### config.mk
export PLATFORM = sky130hd
export DESIGN_NAME = seg7_scan_reader_flat
export DESIGN_NICKNAME = d
export VERILOG_FILES = /design/src/rtl/seg7_scan_if.sv /design/src/rtl/seg7_scan_reader.sv /design/src/flat_wrapper.sv
export SDC_FILE = /design/constraint.sdc
export NUM_CORES = 1
export LEC_CHECK = 0
export BUFFER_PORTS_ARGS = -buffer_cell sky130_fd_sc_hd__buf_2
export CAP_MARGIN = 20
export CORE_ASPECT_RATIO = 0.9
export CORE_UTILIZATION = 51
export DETAILED_ROUTE_END_ITERATION = 6
export PLACE_DENSITY = 0.87
export SYNTH_ARGS = -nofsm -noshare
export SYNTH_HDL_FRONTEND = slang
export SYNTH_SLANG_ARGS = --single-unit
### constraint.sdc
create_clock -name clk -period 2.24 [get_ports clk]
set_input_delay 0.56 -clock clk [delete_from_list [all_inputs] [get_ports clk]]
set_output_delay 0.56 -clock clk [all_outputs]
set_load 0.02 [all_outputs]
### src/rtl/seg7_scan_if.sv
// Scanned 7-segment display bus plus the reader's recovered-digit outputs.
//   master: drives seg_n/an_n/clr, observes the reader outputs (board wrapper / bench)
//   slave : the reader itself
interface seg7_scan_if #(
  parameter int unsigned NDIG = 8
);
  logic [6:0]        seg_n;       // segment lines, active-low, bit0=a .. bit6=g
  logic [NDIG-1:0]   an_n;        // digit enables, active-low
  logic              clr;         // clear sticky flags and frame-seen mask
  logic [4*NDIG-1:0] value;       // recovered nibbles, digit i at [4i+3:4i]
  logic [NDIG-1:0]   digit_vld;   // last capture of digit i was a legal glyph
  logic              sample_stb;  // one pulse per capture
  logic [3:0]        sample_idx;  // digit index of the capture
  logic              frame_done;  // every digit captured since last pulse/clr
  logic              bad_pat;     // sticky illegal glyph
  logic              bad_sel;     // sticky multi-digit select

  modport master (
    output seg_n, an_n, clr,
    input  value, digit_vld, sample_stb, sample_idx, frame_done, bad_pat, bad_sel
  );

  modport slave (
    input  seg_n, an_n, clr,
    output value, digit_vld, sample_stb, sample_idx, frame_done, bad_pat, bad_sel
  );
endinterface

### src/rtl/seg7_scan_reader.sv
// Snoops a multiplexed 7-segment bus and recovers the hex digit on each position.
//   clk, rst : system clock, synchronous active-high reset
//   bus      : seg7_scan_if.slave (seg_n/an_n/clr in; value, digit_vld, sample_stb,
//              sample_idx, frame_done, bad_pat, bad_sel out; all outputs registered)
module seg7_scan_reader #(
  parameter int unsigned NDIG   = 8,
  parameter int unsigned SETTLE = 4
) (
  input logic        clk,
  input logic        rst,
  seg7_scan_if.slave bus
);

  localparam int unsigned CW = 8;
  localparam logic [CW-1:0] SETTLE_C = CW'(SETTLE);

  localparam logic [1:0] ST_IDLE    = 2'd0;
  localparam logic [1:0] ST_SETTLE  = 2'd1;
  localparam logic [1:0] ST_CAPTURE = 2'd2;
  localparam logic [1:0] ST_HOLD    = 2'd3;

  logic [1:0]        state, state_nxt;
  logic [6:0]        prev_seg;
  logic [NDIG-1:0]   prev_an;
  logic [CW-1:0]     run_cnt, run_cnt_nxt;
  logic [NDIG-1:0]   seen;

  logic [4*NDIG-1:0] value_q;
  logic [NDIG-1:0]   digit_vld_q;
  logic              stb_q;
  logic [3:0]        idx_q;
  logic              frame_done_q;
  logic              bad_pat_q;
  logic              bad_sel_q;

  logic [NDIG-1:0]   sel_c;
  logic              onehot_c;
  logic              multi_c;
  logic              match_c;
  logic              cap_c;
  logic [3:0]        cap_idx_c;
  logic [4:0]        dec_c;
  logic              blank_c;
  logic [NDIG-1:0]   cap_bit_c;

  // Glyph -> {legal, nibble}
  function automatic logic [4:0] decode(input logic [6:0] s);
    logic [4:0] r;
    case (s)
      7'h40: r = 5'h10;  7'h79: r = 5'h11;  7'h24: r = 5'h12;  7'h30: r = 5'h13;
      7'h19: r = 5'h14;  7'h12: r = 5'h15;  7'h02: r = 5'h16;  7'h78: r = 5'h17;
      7'h00: r = 5'h18;  7'h10: r = 5'h19;  7'h08: r = 5'h1A;  7'h03: r = 5'h1B;
      7'h46: r = 5'h1C;  7'h21: r = 5'h1D;  7'h06: r = 5'h1E;  7'h0E: r = 5'h1F;
      default: r = 5'h00;
    endcase
    return r;
  endfunction

  // Index of the low enable bit (only meaningful for a one-hot select)
  function automatic logic [3:0] low_index(input logic [NDIG-1:0] an);
    logic [3:0] idx;
    idx = 4'd0;
    for (int i = 0; i < int'(NDIG); i++) begin
      if (!an[i]) idx = 4'(i);
    end
    return idx;
  endfunction

  // Select classification and run counter (saturating at SETTLE)
  always_comb begin
    sel_c       = ~bus.an_n;
    onehot_c    = (sel_c != '0) && ((sel_c & (sel_c - NDIG'(1))) == '0);
    multi_c     = (sel_c != '0) && !onehot_c;
    match_c     = (bus.seg_n == prev_seg) && (bus.an_n == prev_an);
    run_cnt_nxt = CW'(1);
    if (match_c) begin
      run_cnt_nxt = (run_cnt >= SETTLE_C) ? SETTLE_C : run_cnt + CW'(1);
    end
  end

  // Capture decode works on the registered (settled) bus copy
  always_comb begin
    cap_c     = (state == ST_CAPTURE);
    cap_idx_c = low_index(prev_an);
    dec_c     = decode(prev_seg);
    blank_c   = (prev_seg == 7'h7F);
    cap_bit_c = cap_c ? (NDIG'(1) << cap_idx_c) : '0;
  end

  // State register
  always_ff @(posedge clk) begin
    if (rst) state <= ST_IDLE;
    else     state <= state_nxt;
  end

  // Next-state logic
  always_comb begin
    state_nxt = state;
    case (state)
      ST_IDLE: begin
        if (onehot_c) state_nxt = ST_SETTLE;
      end
      ST_SETTLE: begin
        if (!onehot_c)                    state_nxt = ST_IDLE;
        else if (run_cnt_nxt == SETTLE_C) state_nxt = ST_CAPTURE;
      end
      ST_CAPTURE, ST_HOLD: begin
        if (!match_c)         state_nxt = onehot_c ? ST_SETTLE : ST_IDLE;
        else                  state_nxt = ST_HOLD;
      end
      default: state_nxt = ST_IDLE;
    endcase
  end

  // Bus pipeline, shadow registers, frame tracking and sticky flags
  always_ff @(posedge clk) begin
    if (rst) begin
      prev_seg     <= '0;
      prev_an      <= '0;
      run_cnt      <= '0;
      seen         <= '0;
      value_q      <= '0;
      digit_vld_q  <= '0;
      stb_q        <= 1'b0;
      idx_q        <= '0;
      frame_done_q <= 1'b0;
      bad_pat_q    <= 1'b0;
      bad_sel_q    <= 1'b0;
    end else begin
      prev_seg     <= bus.seg_n;
      prev_an      <= bus.an_n;
      run_cnt      <= run_cnt_nxt;
      stb_q        <= cap_c;
      frame_done_q <= &seen;

      if (cap_c) begin
        idx_q <= cap_idx_c;
        for (int i = 0; i < int'(NDIG); i++) begin
          if (cap_idx_c == 4'(i)) begin
            digit_vld_q[i] <= dec_c[4];
            if (dec_c[4]) value_q[4*i +: 4] <= dec_c[3:0];
          end
        end
      end

      // A full mask clears; a capture in that same cycle starts the next frame
      if (bus.clr)    seen <= '0;
      else if (&seen) seen <= cap_bit_c;
      else            seen <= seen | cap_bit_c;

      if (bus.clr)                                 bad_pat_q <= 1'b0;
      else if (cap_c && !dec_c[4] && !blank_c)     bad_pat_q <= 1'b1;

      if (bus.clr)                                 bad_sel_q <= 1'b0;
      else if (multi_c && run_cnt_nxt == SETTLE_C) bad_sel_q <= 1'b1;
    end
  end

  assign bus.value      = value_q;
  assign bus.digit_vld  = digit_vld_q;
  assign bus.sample_stb = stb_q;
  assign bus.sample_idx = idx_q;
  assign bus.frame_done = frame_done_q;
  assign bus.bad_pat    = bad_pat_q;
  assign bus.bad_sel    = bad_sel_q;

endmodule

### src/flat_wrapper.sv
// flat-port wrapper written by rule: the top's interface ports become plain ports
module seg7_scan_reader_flat 
#(
  parameter int unsigned NDIG   = 8,
  parameter int unsigned SETTLE = 4
)
  (clk, rst, bus_seg_n, bus_an_n, bus_clr, bus_value, bus_digit_vld, bus_sample_stb, bus_sample_idx, bus_frame_done, bus_bad_pat, bus_bad_sel);
  seg7_scan_if #(.NDIG(NDIG)) bus_i ();
  input logic clk;
  input logic rst;
  input wire logic [$bits(bus_i.seg_n)-1:0] bus_seg_n;
  input wire logic [$bits(bus_i.an_n)-1:0] bus_an_n;
  input wire logic [$bits(bus_i.clr)-1:0] bus_clr;
  output wire logic [$bits(bus_i.value)-1:0] bus_value;
  output wire logic [$bits(bus_i.digit_vld)-1:0] bus_digit_vld;
  output wire logic [$bits(bus_i.sample_stb)-1:0] bus_sample_stb;
  output wire logic [$bits(bus_i.sample_idx)-1:0] bus_sample_idx;
  output wire logic [$bits(bus_i.frame_done)-1:0] bus_frame_done;
  output wire logic [$bits(bus_i.bad_pat)-1:0] bus_bad_pat;
  output wire logic [$bits(bus_i.bad_sel)-1:0] bus_bad_sel;
  assign bus_i.seg_n = bus_seg_n;
  assign bus_i.an_n = bus_an_n;
  assign bus_i.clr = bus_clr;
  assign bus_value = bus_i.value;
  assign bus_digit_vld = bus_i.digit_vld;
  assign bus_sample_stb = bus_i.sample_stb;
  assign bus_sample_idx = bus_i.sample_idx;
  assign bus_frame_done = bus_i.frame_done;
  assign bus_bad_pat = bus_i.bad_pat;
  assign bus_bad_sel = bus_i.bad_sel;
  seg7_scan_reader #(.NDIG(NDIG), .SETTLE(SETTLE)) u_core (.clk(clk), .rst(rst), .bus(bus_i));
endmodule
==> PnR_summary.wiki, run 1 <==
{| class="wikitable"
! Metric !! Value
|-
| Worst-Margin Slew || between 0.5 and 0.6 ns
|-
| Run status || finished clean
|-
| Post-CTS Setup Inserts || 0
|-
| Total Die Area || 7984 sq um
|-
| Vias in the first global route || about 3600
|-
| Number of hold-slack violations in the final timing report || 0
|-
| Number of fillers in the final layout || 578
|-
| Post-Layout Inst Area || around 4600 sq um
|-
| Cell with the largest stage delay on the worst path || sky130_fd_sc_hd__dfxtp_1
|-
| TritonCTS clock tree || done
|-
| Peak VDD IR || just under 0.0005 V
|-
| Top-level I/O count || 66
|-
| Growth of design area from synthesis to finish || 19.32%
|-
| Adder-Cell Fraction of Synth Area || approximately 1.2%
|-
| DPL Wire Length || 7.428 mm
|-
| R2R Setup Slk || ~0.058 ns
|-
| Total detailed-routing wirelength || ~11 mm
|-
| Worst setup slack after placement || roughly 0.08 ns
|-
| Placement-stage cell area || roughly 4400 sq um
|-
| Antenna cell count || 0
|-
| Worst EP arrival || 2.45 ns
|-
| Share of cell area taken by muxes after synthesis || less than 1%
|-
| Die Ht || roughly 85 um
|-
| Initial DRT Pass Iterations || 5
|-
| Buffer levels on the longest clock path || 2
|-
| Number of placement rows || 29
|-
| Vias per inst || just over 6
|-
| Total CTS buffers || 9
|-
| Primary flip-flop cell chosen by synthesis mapping || sky130_fd_sc_hd__dfxtp_1
|-
| Setup repair after global routing missed its margin || no
|-
| Kind of launch point of the worst setup path || flip-flop
|-
| Placer congestion estimate || 0.8629
|-
| Critical path buffer and inverter count || 1
|-
| Unique masters post-synth || 60
|-
| Max frequency || approximately 460 MHz
|-
| Fraction of layout cells with a size suffix above 1 || 22.82%
|-
| Via count || 3820
|-
| Number of cells upsized or downsized after cts || 0
|-
| Remaining DRCs || 0
|-
| Buffer cell driving the clock tree root || sky130_fd_sc_hd__clkbuf_8
|-
| Total negative slack || 0 ns
|-
| Power Dens Cells || between 500 and 600 nW/um^2
|-
| Shortest period the worst path allows || roughly 2.2 ns
|-
| Delay of the slowest cell on the worst path || around 0.45 ns
|-
| Area of combinational cells with multiple inputs || around 2100 sq um
|-
| Sequential cell area || 1605 sq um
|-
| Yosys Warn Count || 0
|-
| Tightest Hold Check Type || in -> reg
|-
| Total placed cells including tap cells || 616
|-
| Count of flip-flops with a built-in enable after synthesis || 0
|-
| Crit end category || flip-flop
|-
| Worst path required time || 2.50 ns
|-
| Cell family with most CP delay || compound AO/OA/AOI/OAI gates
|-
| Initial antenna violation count || 0
|-
| Per-instance average area after synthesis || around 8.5 sq um
|-
| MaxCap Viol Count || 0
|-
| Synthesized instance count || between 400 and 500
|-
| Count of buffers from port buffering || 64
|-
| Post-synthesis instance area || between 3000 and 4000 sq um
|-
| Setup-violating endpoint count in the final report || 0
|-
| Worst-case clock skew || 0.007968 ns
|-
| GR Util All Layers || between 20% and 30%
|-
| Fraction of the mapped netlist area in simple logic gates || between 30% and 40%
|-
| Share of the clock period used by the worst path || a little over nine tenths
|-
| Initial core utilization || a little over half
|-
| Number of synthesized register bits || 80
|-
| Sinks on Clock Net || 80
|-
| First-pass GRT wire length || about 17 mm
|-
| Cell chain of the critical path || a211o_1 > a2111oi_4 > a21oi_2 > and3_1 > buf_4 > a211oi_1
|-
| CP Max Fanout || 11
|-
| Count of antenna-violating nets left after detailed routing || 0
|-
| # H-tree levels || 3
|-
| Initial drt markers || 345
|-
| Reg clk slew, reported paths || 0.08 ns
|-
| Post-Route Hold Slack || about 0.44 ns
|-
| Crit Path Category || reg -> reg
|-
| Maximum number of pins on one net before global-route repair || 43
|-
| Proportion of synthesized flip-flops having asynchronous set or reset || 0%
|-
| Number of hold buffers added after CTS || 0
|-
| Total overflow reported by the global router || 0
|-
| Final worst setup slack || about 0.058 ns
|-
| Die Span X || roughly 94 um
|-
| Leakage power summed over all cells || a little over 2 nW
|-
| Count of pins over their slew limit || 0
|-
| Non-filler instance count after layout || approximately 630
|-
| Slew headroom || between 60 and 70%
|-
| Clock latency reported for the late side of the worst-skew pair || 0.35 ns
|-
| Core footprint || just over 7000 sq um
|-
| Main combinational cell family by area after synthesis || simple AND/OR/NAND/NOR gates
|-
| Worst reg2reg path depth || 6
|-
| Worst hold path stage count || 2
|-
| Logic depth of the worst path, buffers included || 6
|-
| Number of nets in the layout || 554
|-
| Post-detailed-route wirelength per cell || about 17 um
|-
| Sequential area share after synthesis || between 40% and 50%
|-
| Compound-Gate Fraction of Synth Area || about 17%
|-
| Post-Synth XOR/XNOR Area || 3.601%
|}
[final timing paths]
| kind | end | start |
|---|---|---|
| setup reg to reg | u_core.bus.digit_vld[2] | u_core.prev_seg[3] |
| hold / removal | u_core.prev_seg[4] | bus_seg_n[4] |
| hold reg to reg | u_core.seen[1] | u_core.seen[1] |
| setup / recovery | u_core.bus.digit_vld[2] | u_core.prev_seg[3] |
[Yosys cell counts (all sizes together), types with 3 or more instances]
cell type,number,area [sq um]
dfxtp,80,1602
nand2,42,157.7
nor2,31,116.4
nand3,27,135.1
clkbuf,26,97.59
nand4,25,156.4
nor2b,25,156.4
a21oi,23,122.6
nor3,13,65.06
xor2,13,113.9
nor3b,12,90.09
a21o,11,82.58
and3,10,62.56
inv,10,37.54
o21ai,10,50.05
a311o,7,70.07
o211ai,7,52.55
buf,6,37.53
a211oi,5,37.54
and2,5,31.28
nand2b,5,31.28
nor4,5,31.28
nor4b,5,43.79
a22o,4,35.03
mux2,3,33.78
nand3b,3,22.52
nand4b,3,26.28
o21a,3,22.52
or2,3,18.77
xnor2,3,26.28
[per-layer routing]
metal  GRT usage (%)  routed length, um
met4           11.47                259
met2           45.52               5012
met3           6.093                688
met5               0                  0
met1           34.42               4544
[cell usage in the layout (no fill, tap or decap), types with 11 or more instances in the layout]
cell type                  instances
sky130_fd_sc_hd__dfxtp_1          77
sky130_fd_sc_hd__buf_2            64
sky130_fd_sc_hd__nand2_1          42
sky130_fd_sc_hd__nor2_1           31
sky130_fd_sc_hd__nand3_1          27
sky130_fd_sc_hd__buf_4            27
sky130_fd_sc_hd__nor2b_1          25
sky130_fd_sc_hd__nand4_1          25
sky130_fd_sc_hd__a21oi_1          21
sky130_fd_sc_hd__xor2_1           13
sky130_fd_sc_hd__nor3_1           13
sky130_fd_sc_hd__nor3b_1          12
sky130_fd_sc_hd__clkbuf_8         12
sky130_fd_sc_hd__a21o_1           11
[through the flow]
| step | power (mW) | utilization, % |
|---|---|---|
| after floorplan | 1.672 | - |
| after global routing | 2.870 | 64.30 |
| final | 2.778 | 64.30 |
| after CTS | 2.780 | 64.08 |
| after detailed placement | 1.765 | 61.41 |
| after global placement | 1.756 | 61.41 |
[flip-flops by register name (all words and copies together), names as in the netlist]
register and flops:
u_core.bus.bad_sel 1, u_core.run_cnt 8, u_core.bus.value 32, u_core.bus.sample_stb 1, u_core.prev_seg 7, u_core.bus.digit_vld 8
u_core.prev_an 8, u_core.bus.frame_done 1, u_core.seen 8, u_core.bus.sample_idx 3, u_core.bus.bad_pat 1, u_core.state 2
[area by class of cell]
cell class              instances  area share (%)
multi-input cells             341           46.27
inverters                      10          0.8084
repair buffers                 92           11.69
clock inverters                 3          0.5120
flip-flops and latches         80           34.57
clock buffers                  13           3.638
well taps                      93           2.506
[worst register-to-register path, stage by stage, from the launching register on]
cell                        delay (ns)
sky130_fd_sc_hd__dfxtp_1          0.45
sky130_fd_sc_hd__a211o_1          0.35
sky130_fd_sc_hd__a2111oi_4        0.44
sky130_fd_sc_hd__a21oi_2          0.07
sky130_fd_sc_hd__and3_1           0.32
sky130_fd_sc_hd__buf_4            0.24
sky130_fd_sc_hd__a211oi_1         0.23
[power breakdown]
| group | switching, mW | leakage (nW) | total [mW] | internal [mW] |
|---|---|---|---|---|
| clock network | 0.538 | 0.0923 | 1.04 | 0.499 |
| logic | 0.165 | 1.27 | 0.265 | 0.0997 |
| registers | 0.0339 | 0.651 | 1.48 | 1.44 |
[cell families (layout without fill, tap and decap cells)]
logic type | count (synthesis) | in the layout
flops | 80 | 80
buf+inv | 42 | 118
xor+xnor | 16 | 16
compound gates | 88 | 88
other cells | 1 | 6
simple gates | 224 | 224
fa+ha+maj | 4 | 4
mux | 3 | 3
Power figures use the tool's default switching activity.
==> run 2, diff against run 1 <==
Settings changed: BUFFER_PORTS_ARGS -buffer_cell sky130_fd_sc_hd__buf_2 to unset, CORE_UTILIZATION 51 to 57, CTS_CLUSTER_DIAMETER set to 100, DONT_BUFFER_PORTS set to 1, PLACE_DENSITY 0.87 to 0.86.
==> run 2 against run 1 <==
  * Non-clock buffer count decreased by 72
  * Routed wire length decreased by 6.5%
  * First-iteration DRC count decreased by 23%
  * Register-to-register slack improved by 0.12 ns
  * Clock skew increased by 0.0018 ns
  * Utilization about the same
  * Via count decreased by 6.8%
  * Final area decreased by 8.8%
==> PnR_summary.wiki, run 2 (synthesized netlist as in run 1, its figures left out) <==
{| class="wikitable"
! Metric !! Value
|-
| Vias in the first global route || 3310 (-7.1%)
|-
| R2R Path End || u_core.bus.value[11]
|-
| Core footprint || 6586 sq um (-8.8%)
|-
| Fraction of layout cells with a size suffix above 1 || 10.92% (-12 points)
|-
| GR Util All Layers || 28.63% (+1.2 points)
|-
| R2R Setup Slk || 0.18 ns (+0.12 ns)
|-
| Total negative slack || 0 ns (unchanged)
|-
| Clock latency reported for the late side of the worst-skew pair || 0.35 ns (about the same)
|-
| Total CTS buffers || 9 (unchanged)
|-
| Cell chain of the critical path || nor4bb_2 > a32o_1 > a21oi_2 > and3_1 > a311o_1
|-
| Utilization after layout || 64.30% (about the same)
|-
| Via count || 3560 (-6.8%)
|-
| Maximum number of pins on one net before global-route repair || 66 (+53%)
|-
| Share of the clock period used by the worst path || 92.01% (-5.4 points)
|-
| Worst Min Path Start || rst
|-
| Area of combinational cells with multiple inputs || 2148 sq um (unchanged)
|-
| Crit end category || flip-flop
|-
| TritonCTS clock tree || done
|-
| Non-filler instance count after layout || 558 (-12%)
|-
| Worst path required time || 2.48 ns (-0.02 ns)
|-
| Most frequent standard cell in the layout excluding fill and tap cells || sky130_fd_sc_hd__dfxtp_1
|-
| Number of hold-slack violations in the final timing report || 0 (unchanged)
|-
| Leakage power summed over all cells || 1.643 nW (-19%)
|-
| Tightest Hold Check Type || in -> reg
|-
| Total Die Area || 7162 sq um (-10%)
|-
| Peak VDD IR || 0.0003981 V (-18%)
|-
| Post-Layout Inst Area || 4235 sq um (-8.8%)
|-
| CP Max Fanout || 14 (+3)
|-
| Growth of design area from synthesis to finish || 8.842%
|-
| Top-level I/O count || 66 (unchanged)
|-
| Placer congestion estimate || 0.9091 (+5.4%)
|-
| First-pass GRT wire length || 15.61 mm (-8.1%)
|-
| Initial antenna violation count || 1 (+1)
|-
| Die Ht || 80.39 um (-5.3%)
|-
| Setup repair after global routing missed its margin || no
|-
| Slew headroom || 58.38% (-2.7 points)
|-
| # H-tree levels || 3 (unchanged)
|-
| Hold Path Sink || u_core.prev_an[5]
|-
| Reg-to-Reg Start || u_core.prev_seg[1]
|-
| Count of buffers from port buffering || 0 (-100%)
|-
| Reg clk slew, reported paths || 0.08 ns (about the same)
|-
| Count of pins over their slew limit || 0 (unchanged)
|-
| Remaining DRCs || 0 (unchanged)
|-
| Sinks on Clock Net || 80 (unchanged)
|-
| Max frequency || 485.2 MHz (+5.9%)
|-
| Delay of the slowest cell on the worst path || 0.48 ns (+0.03 ns)
|-
| Power Dens Cells || 628.9 nW/um^2 (+5.1%)
|-
| Kind of launch point of the worst setup path || flip-flop
|-
| Post-detailed-route wirelength per cell || 17.61 um (+5.9%)
|-
| Worst-case clock skew || 0.009805 ns (+0.001837 ns)
|-
| Initial core utilization || 59.08% (+5.2 points)
|-
| Worst hold path stage count || 1 (-1)
|-
| Total detailed-routing wirelength || 9.825 mm (-6.5%)
|-
| Count of antenna-violating nets left after detailed routing || 0 (unchanged)
|-
| Sequential cell area || 1608 sq um (+0.16%)
|-
| Post-Route Hold Slack || 0.3023 ns (-0.1427 ns)
|-
| Vias per inst || 6.380 (+5.6%)
|-
| Cell with the largest stage delay on the worst path || sky130_fd_sc_hd__dfxtp_2
|-
| Number of placement rows || 28 (-3.4%)
|-
| Worst EP arrival || 2.30 ns (-0.15 ns)
|-
| Crit Path Category || reg -> reg
|-
| Run status || finished clean
|-
| Initial DRT Pass Iterations || 5 (unchanged)
|-
| Leading cell types in the layout, fill and taps excluded || sky130_fd_sc_hd__dfxtp_1 (75), sky130_fd_sc_hd__nand2_1 (42), sky130_fd_sc_hd__nor2_1 (31)
|-
| Worst-Margin Slew || 0.6157 ns (+0.03439 ns)
|-
| Buffer cell driving the clock tree root || sky130_fd_sc_hd__clkbuf_8
|-
| Setup-violating endpoint count in the final report || 0 (unchanged)
|-
| Number of fillers in the final layout || 564 (-2.4%)
|-
| Total placed cells including tap cells || 541 (-12%)
|-
| Shortest period the worst path allows || 2.061 ns (-0.1209 ns)
|-
| DPL Wire Length || 6.840 mm (-7.9%)
|-
| Die Span X || 89.10 um (-5.3%)
|-
| Number of nets in the layout || 482 (-13%)
|-
| Total overflow reported by the global router || 0 (unchanged)
|-
| Number of flip-flops in the largest register || 32 (unchanged)
|-
| Placement-stage cell area || 4038 sq um (-8.9%)
|-
| Initial drt markers || 264 (-23%)
|-
| Worst reg2reg path depth || 5 (-1)
|-
| MaxCap Viol Count || 0 (unchanged)
|-
| Buffer levels on the longest clock path || 2 (unchanged)
|}
## run 2: critical path: cells and delay by family, from the launching register on
family	cells	cell delay, ns
compound gates	3	0.80
simple gates	2	0.67
flops	1	0.48
## run 2: what timing repair did
item	CTS	global route
pin swaps	0	0
gates resized for setup	1	6
setup buffers	0	0
hold buffers	0	0
endpoints found under the setup margin	3	23
## run 2: report_power, final
group	internal (mW)	switching, mW
Clock	0.466	0.506
Sequential	1.44	0.0331
Combinational	0.0854	0.131
Total	1.99	0.670
## run 2: layout make-up
class	instances	share of cell area [%]
well taps	90	2.659
clock buffers	14	3.840
clock inverters	2	0.3250
diodes	1	0.05908
repair buffers	20	3.545
inverters	10	0.8863
flip-flops and latches	80	37.96
multi-input cells	341	50.72
## run 2: worst max-delay path by stage
stage	start	endpoint	slack, ns
floorplan	u_core.prev_seg[4]	u_core.bus.value[11]	0.16
global placement	u_core.prev_seg[1]	u_core.bus.value[19]	0.17
detailed placement	u_core.prev_seg[1]	u_core.bus.value[31]	0.02
CTS	u_core.prev_seg[0]	u_core.bus.value[11]	0.11
global route	u_core.prev_seg[1]	u_core.bus.value[11]	0.03
finish	u_core.prev_seg[1]	u_core.bus.value[11]	0.18
## run 2: layer usage
layer | wire length, um | vias to the layer above | GRT usage [%]
li1 | - | 1670 | -
met1 | 4006 | 1702 | 34.31
met2 | 4550 | 160 | 44.35
met3 | 1046 | 28 | 12.54
met4 | 223 | 0 | 12.22
met5 | 0 | - | 0
## run 2: metrics by stage
step	setup WS, ns	total power, mW
floorplan	0.1567	1.672
global placement	0.1651	1.707
detailed placement	0.01604	1.715
CTS	0.1085	2.669
global route	0.02914	2.754
finish	0.1790	2.664
==> run 3, diff against run 2 <==
Settings changed: CORE_UTILIZATION 57 to 50, PLACE_DENSITY 0.86 to unset.
Clock period 2.24 ns to 2.2 ns, I/O delays scaled along.
==> run 3 against run 2 <==
  * Fmax is 0.40% lower
  * Sequential power hardly changed
  * First-iteration DRC count down 30%
  * Setup slack got worse by 0.048 ns
  * Routed wire length is 3.9% higher
  * Cell count increased by 2.3%
  * Non-clock buffer count up 8
  * Utilization decreased by 6.9 points
==> PnR_summary.wiki, run 3 (synthesized netlist as in run 1, its figures left out) <==
{| class="wikitable"
! Metric !! Value
|-
| Run status || finished clean
|-
| Top-level I/O count || 66 (unchanged)
|-
| Reg-to-Reg Start || u_core.prev_seg[1]
|-
| Crit Path Category || reg -> reg
|-
| Number of nets in the layout || 490 (+1.7%)
|-
| Setup repair after global routing missed its margin || no
|-
| Worst-case clock skew || 0.008686 ns (-0.001118 ns)
|-
| Total placed cells including tap cells || 555 (+2.6%)
|-
| Number of fillers in the final layout || 698 (+24%)
|-
| Vias in the first global route || 3296 (-0.42%)
|-
| Worst-Margin Slew || 0.6302 ns (+0.01454 ns)
|-
| Post-detailed-route wirelength per cell || 17.88 um (+1.5%)
|-
| Number of hold-slack violations in the final timing report || 0 (unchanged)
|-
| Tightest Hold Check Type || in -> reg
|-
| Total detailed-routing wirelength || 10.21 mm (+3.9%)
|-
| Leakage power summed over all cells || 1.698 nW (+3.4%)
|-
| Clock latency reported for the late side of the worst-skew pair || 0.35 ns (about the same)
|-
| Non-filler instance count after layout || 571 (+2.3%)
|-
| Most frequent standard cell in the layout excluding fill and tap cells || sky130_fd_sc_hd__dfxtp_1
|-
| Die Span X || 94.99 um (+6.6%)
|-
| Crit end category || flip-flop
|-
| DPL Wire Length || 7.218 mm (+5.5%)
|-
| Total negative slack || 0 ns (unchanged)
|-
| Initial core utilization || 51.58% (-7.5 points)
|-
| Overall power || 2.924 mW (+9.8%)
|-
| Worst path required time || 2.45 ns (-0.03 ns)
|-
| Worst reg2reg path depth || 6 (+1)
|-
| Post-Route Hold Slack || 0.2600 ns (-0.04232 ns)
|-
| Setup-violating endpoint count in the final report || 0 (unchanged)
|-
| Worst setup slack after placement || 0.09538 ns (+0.07934 ns)
|-
| Buffer cell driving the clock tree root || sky130_fd_sc_hd__clkbuf_8
|-
| Worst Min Path Start || rst
|-
| Post-Layout Inst Area || 4328 sq um (+2.2%)
|-
| First-pass GRT wire length || 17.12 mm (+9.7%)
|-
| Worst EP arrival || 2.32 ns (+0.02 ns)
|-
| # H-tree levels || 3 (unchanged)
|-
| Shortest period the worst path allows || 2.069 ns (+0.008317 ns)
|-
| Count of buffers from port buffering || 0 (unchanged)
|-
| Antenna cell count || 0 (-1)
|-
| Number of placement rows || 30 (+7.1%)
|-
| Total CTS buffers || 9 (unchanged)
|-
| R2R Setup Slk || 0.13 ns (-0.05 ns)
|-
| Power Dens Cells || 675.6 nW/um^2 (+7.4%)
|-
| CP Max Fanout || 8 (-6)
|-
| Worst hold path stage count || 1 (unchanged)
|-
| Final worst setup slack || 0.1307 ns (-0.04832 ns)
|-
| Hold Path Sink || u_core.prev_seg[6]
|-
| Count of antenna-violating nets left after detailed routing || 0 (unchanged)
|-
| Max frequency || 483.3 MHz (-0.40%)
|-
| Placer congestion estimate || 0.8437 (-7.2%)
|-
| Number of flip-flops in the largest register || 32 (unchanged)
|-
| R2R Path End || u_core.bus.value[26]
|-
| Growth of design area from synthesis to finish || 11.22%
|-
| Initial drt markers || 186 (-30%)
|-
| Total overflow reported by the global router || 0 (unchanged)
|-
| Buffer levels on the longest clock path || 2 (unchanged)
|-
| Via count || 3440 (-3.4%)
|-
| Reg clk slew, reported paths || 0.09 ns (about the same)
|-
| Utilization after layout || 57.36% (-6.9 points)
|-
| GR Util All Layers || 27.16% (-1.5 points)
|-
| Share of the clock period used by the worst path || 94.06% (+2.1 points)
|-
| Placement-stage cell area || 4105 sq um (+1.7%)
|-
| Initial antenna violation count || 0 (-1)
|-
| MaxCap Viol Count || 0 (unchanged)
|-
| Core footprint || 7545 sq um (+15%)
|-
| Remaining DRCs || 0 (unchanged)
|-
| Count of pins over their slew limit || 0 (unchanged)
|-
| Leading cell types in the layout, fill and taps excluded || sky130_fd_sc_hd__dfxtp_1 (77), sky130_fd_sc_hd__nand2_1 (42), sky130_fd_sc_hd__nor2_1 (31)
|-
| Maximum number of pins on one net before global-route repair || 66 (unchanged)
|-
| Initial DRT Pass Iterations || 5 (unchanged)
|-
| Sinks on Clock Net || 80 (unchanged)
|-
| Die Ht || 85.69 um (+6.6%)
|-
| Kind of launch point of the worst setup path || flip-flop
|-
| Peak VDD IR || 0.0004147 V (+4.2%)
|-
| Fraction of layout cells with a size suffix above 1 || 12.21% (+1.3 points)
|-
| Total Die Area || 8140 sq um (+14%)
|-
| Slew headroom || 57.83% (-0.55 points)
|-
| Vias per inst || 6.025 (-5.6%)
|-
| TritonCTS clock tree || done
|}
-- run 3: cell types whose count changed in the layout (fill, tap and decap cells not counted), moves of 2 or more --
cell                        previous run  this run
sky130_fd_sc_hd__buf_4                20        28
sky130_fd_sc_hd__bufinv_16             0         2
sky130_fd_sc_hd__clkbuf_1              3         1
sky130_fd_sc_hd__clkbuf_8             11         9
sky130_fd_sc_hd__dfxtp_1              75        77
sky130_fd_sc_hd__dfxtp_2               5         3
sky130_fd_sc_hd__inv_6                 0         2
-- run 3: what timing repair did --
item	4_1_cts	5_1_grt
hold buffers	0	0
gates resized for setup	0	5
buffers inserted	0	0
endpoints found under the setup margin	0	20
-- run 3: layout make-up --
class                      instances  area (sq um)  share of cell area (%)
multi-input combinational        341          2137                   49.38
sequential                        80          1605                   37.09
timing repair buffer              28         210.2                   4.857
clock buffer                      10         127.6                   2.949
tap                               96         120.1                   2.775
clock inverter                     6         90.09                   2.082
inverter                          10         37.54                  0.8673
-- run 3: power breakdown --
part / internal [mW] / switching [mW]
combinational: 0.0935 / 0.137
clock: 0.646 / 0.547
sequential: 1.47 / 0.0323
-- run 3: how the worst max path moves through the flow --
| stage | startpoint | slack, ns | cells after the start | end |
|---|---|---|---|---|
| 2_1_floorplan | u_core.prev_seg[4] | 0.12 | 6 | u_core.bus.value[11] |
| 6_report | u_core.prev_seg[1] | 0.13 | 6 | u_core.bus.value[26] |
| 4_1_cts | u_core.prev_seg[3] | 0.08 | 6 | u_core.bus.value[26] |
| 5_1_grt | u_core.prev_seg[1] | 0.05 | 6 | u_core.bus.value[2] |
| 3_3_place_gp | u_core.prev_seg[3] | 0.10 | 6 | u_core.bus.value[26] |
| 3_5_place_dp | u_core.prev_seg[6] | 0.1 | 7 | u_core.bus.digit_vld[5] |
-- run 3: critical path: stages (launching register included) --
cell and delay, ns:
sky130_fd_sc_hd__dfxtp_1 0.50, sky130_fd_sc_hd__nor2_1 0.15, sky130_fd_sc_hd__a32o_1 0.31, sky130_fd_sc_hd__buf_4 0.16
sky130_fd_sc_hd__a221o_1 0.44, sky130_fd_sc_hd__a22o_1 0.25, sky130_fd_sc_hd__a21o_1 0.15
-- run 3: metal layers --
metal | routed length, um | GRT usage, % | up-vias | share of wire, %
met4 | 138 | 7.576 | 0 | 1.4
met2 | 4444 | 39.24 | 108 | 44
li1 | - | - | 1685 | -
met1 | 4859 | 38.28 | 1634 | 48
met3 | 765 | 9.220 | 13 | 7.5
met5 | 0 | 0 | - | 0
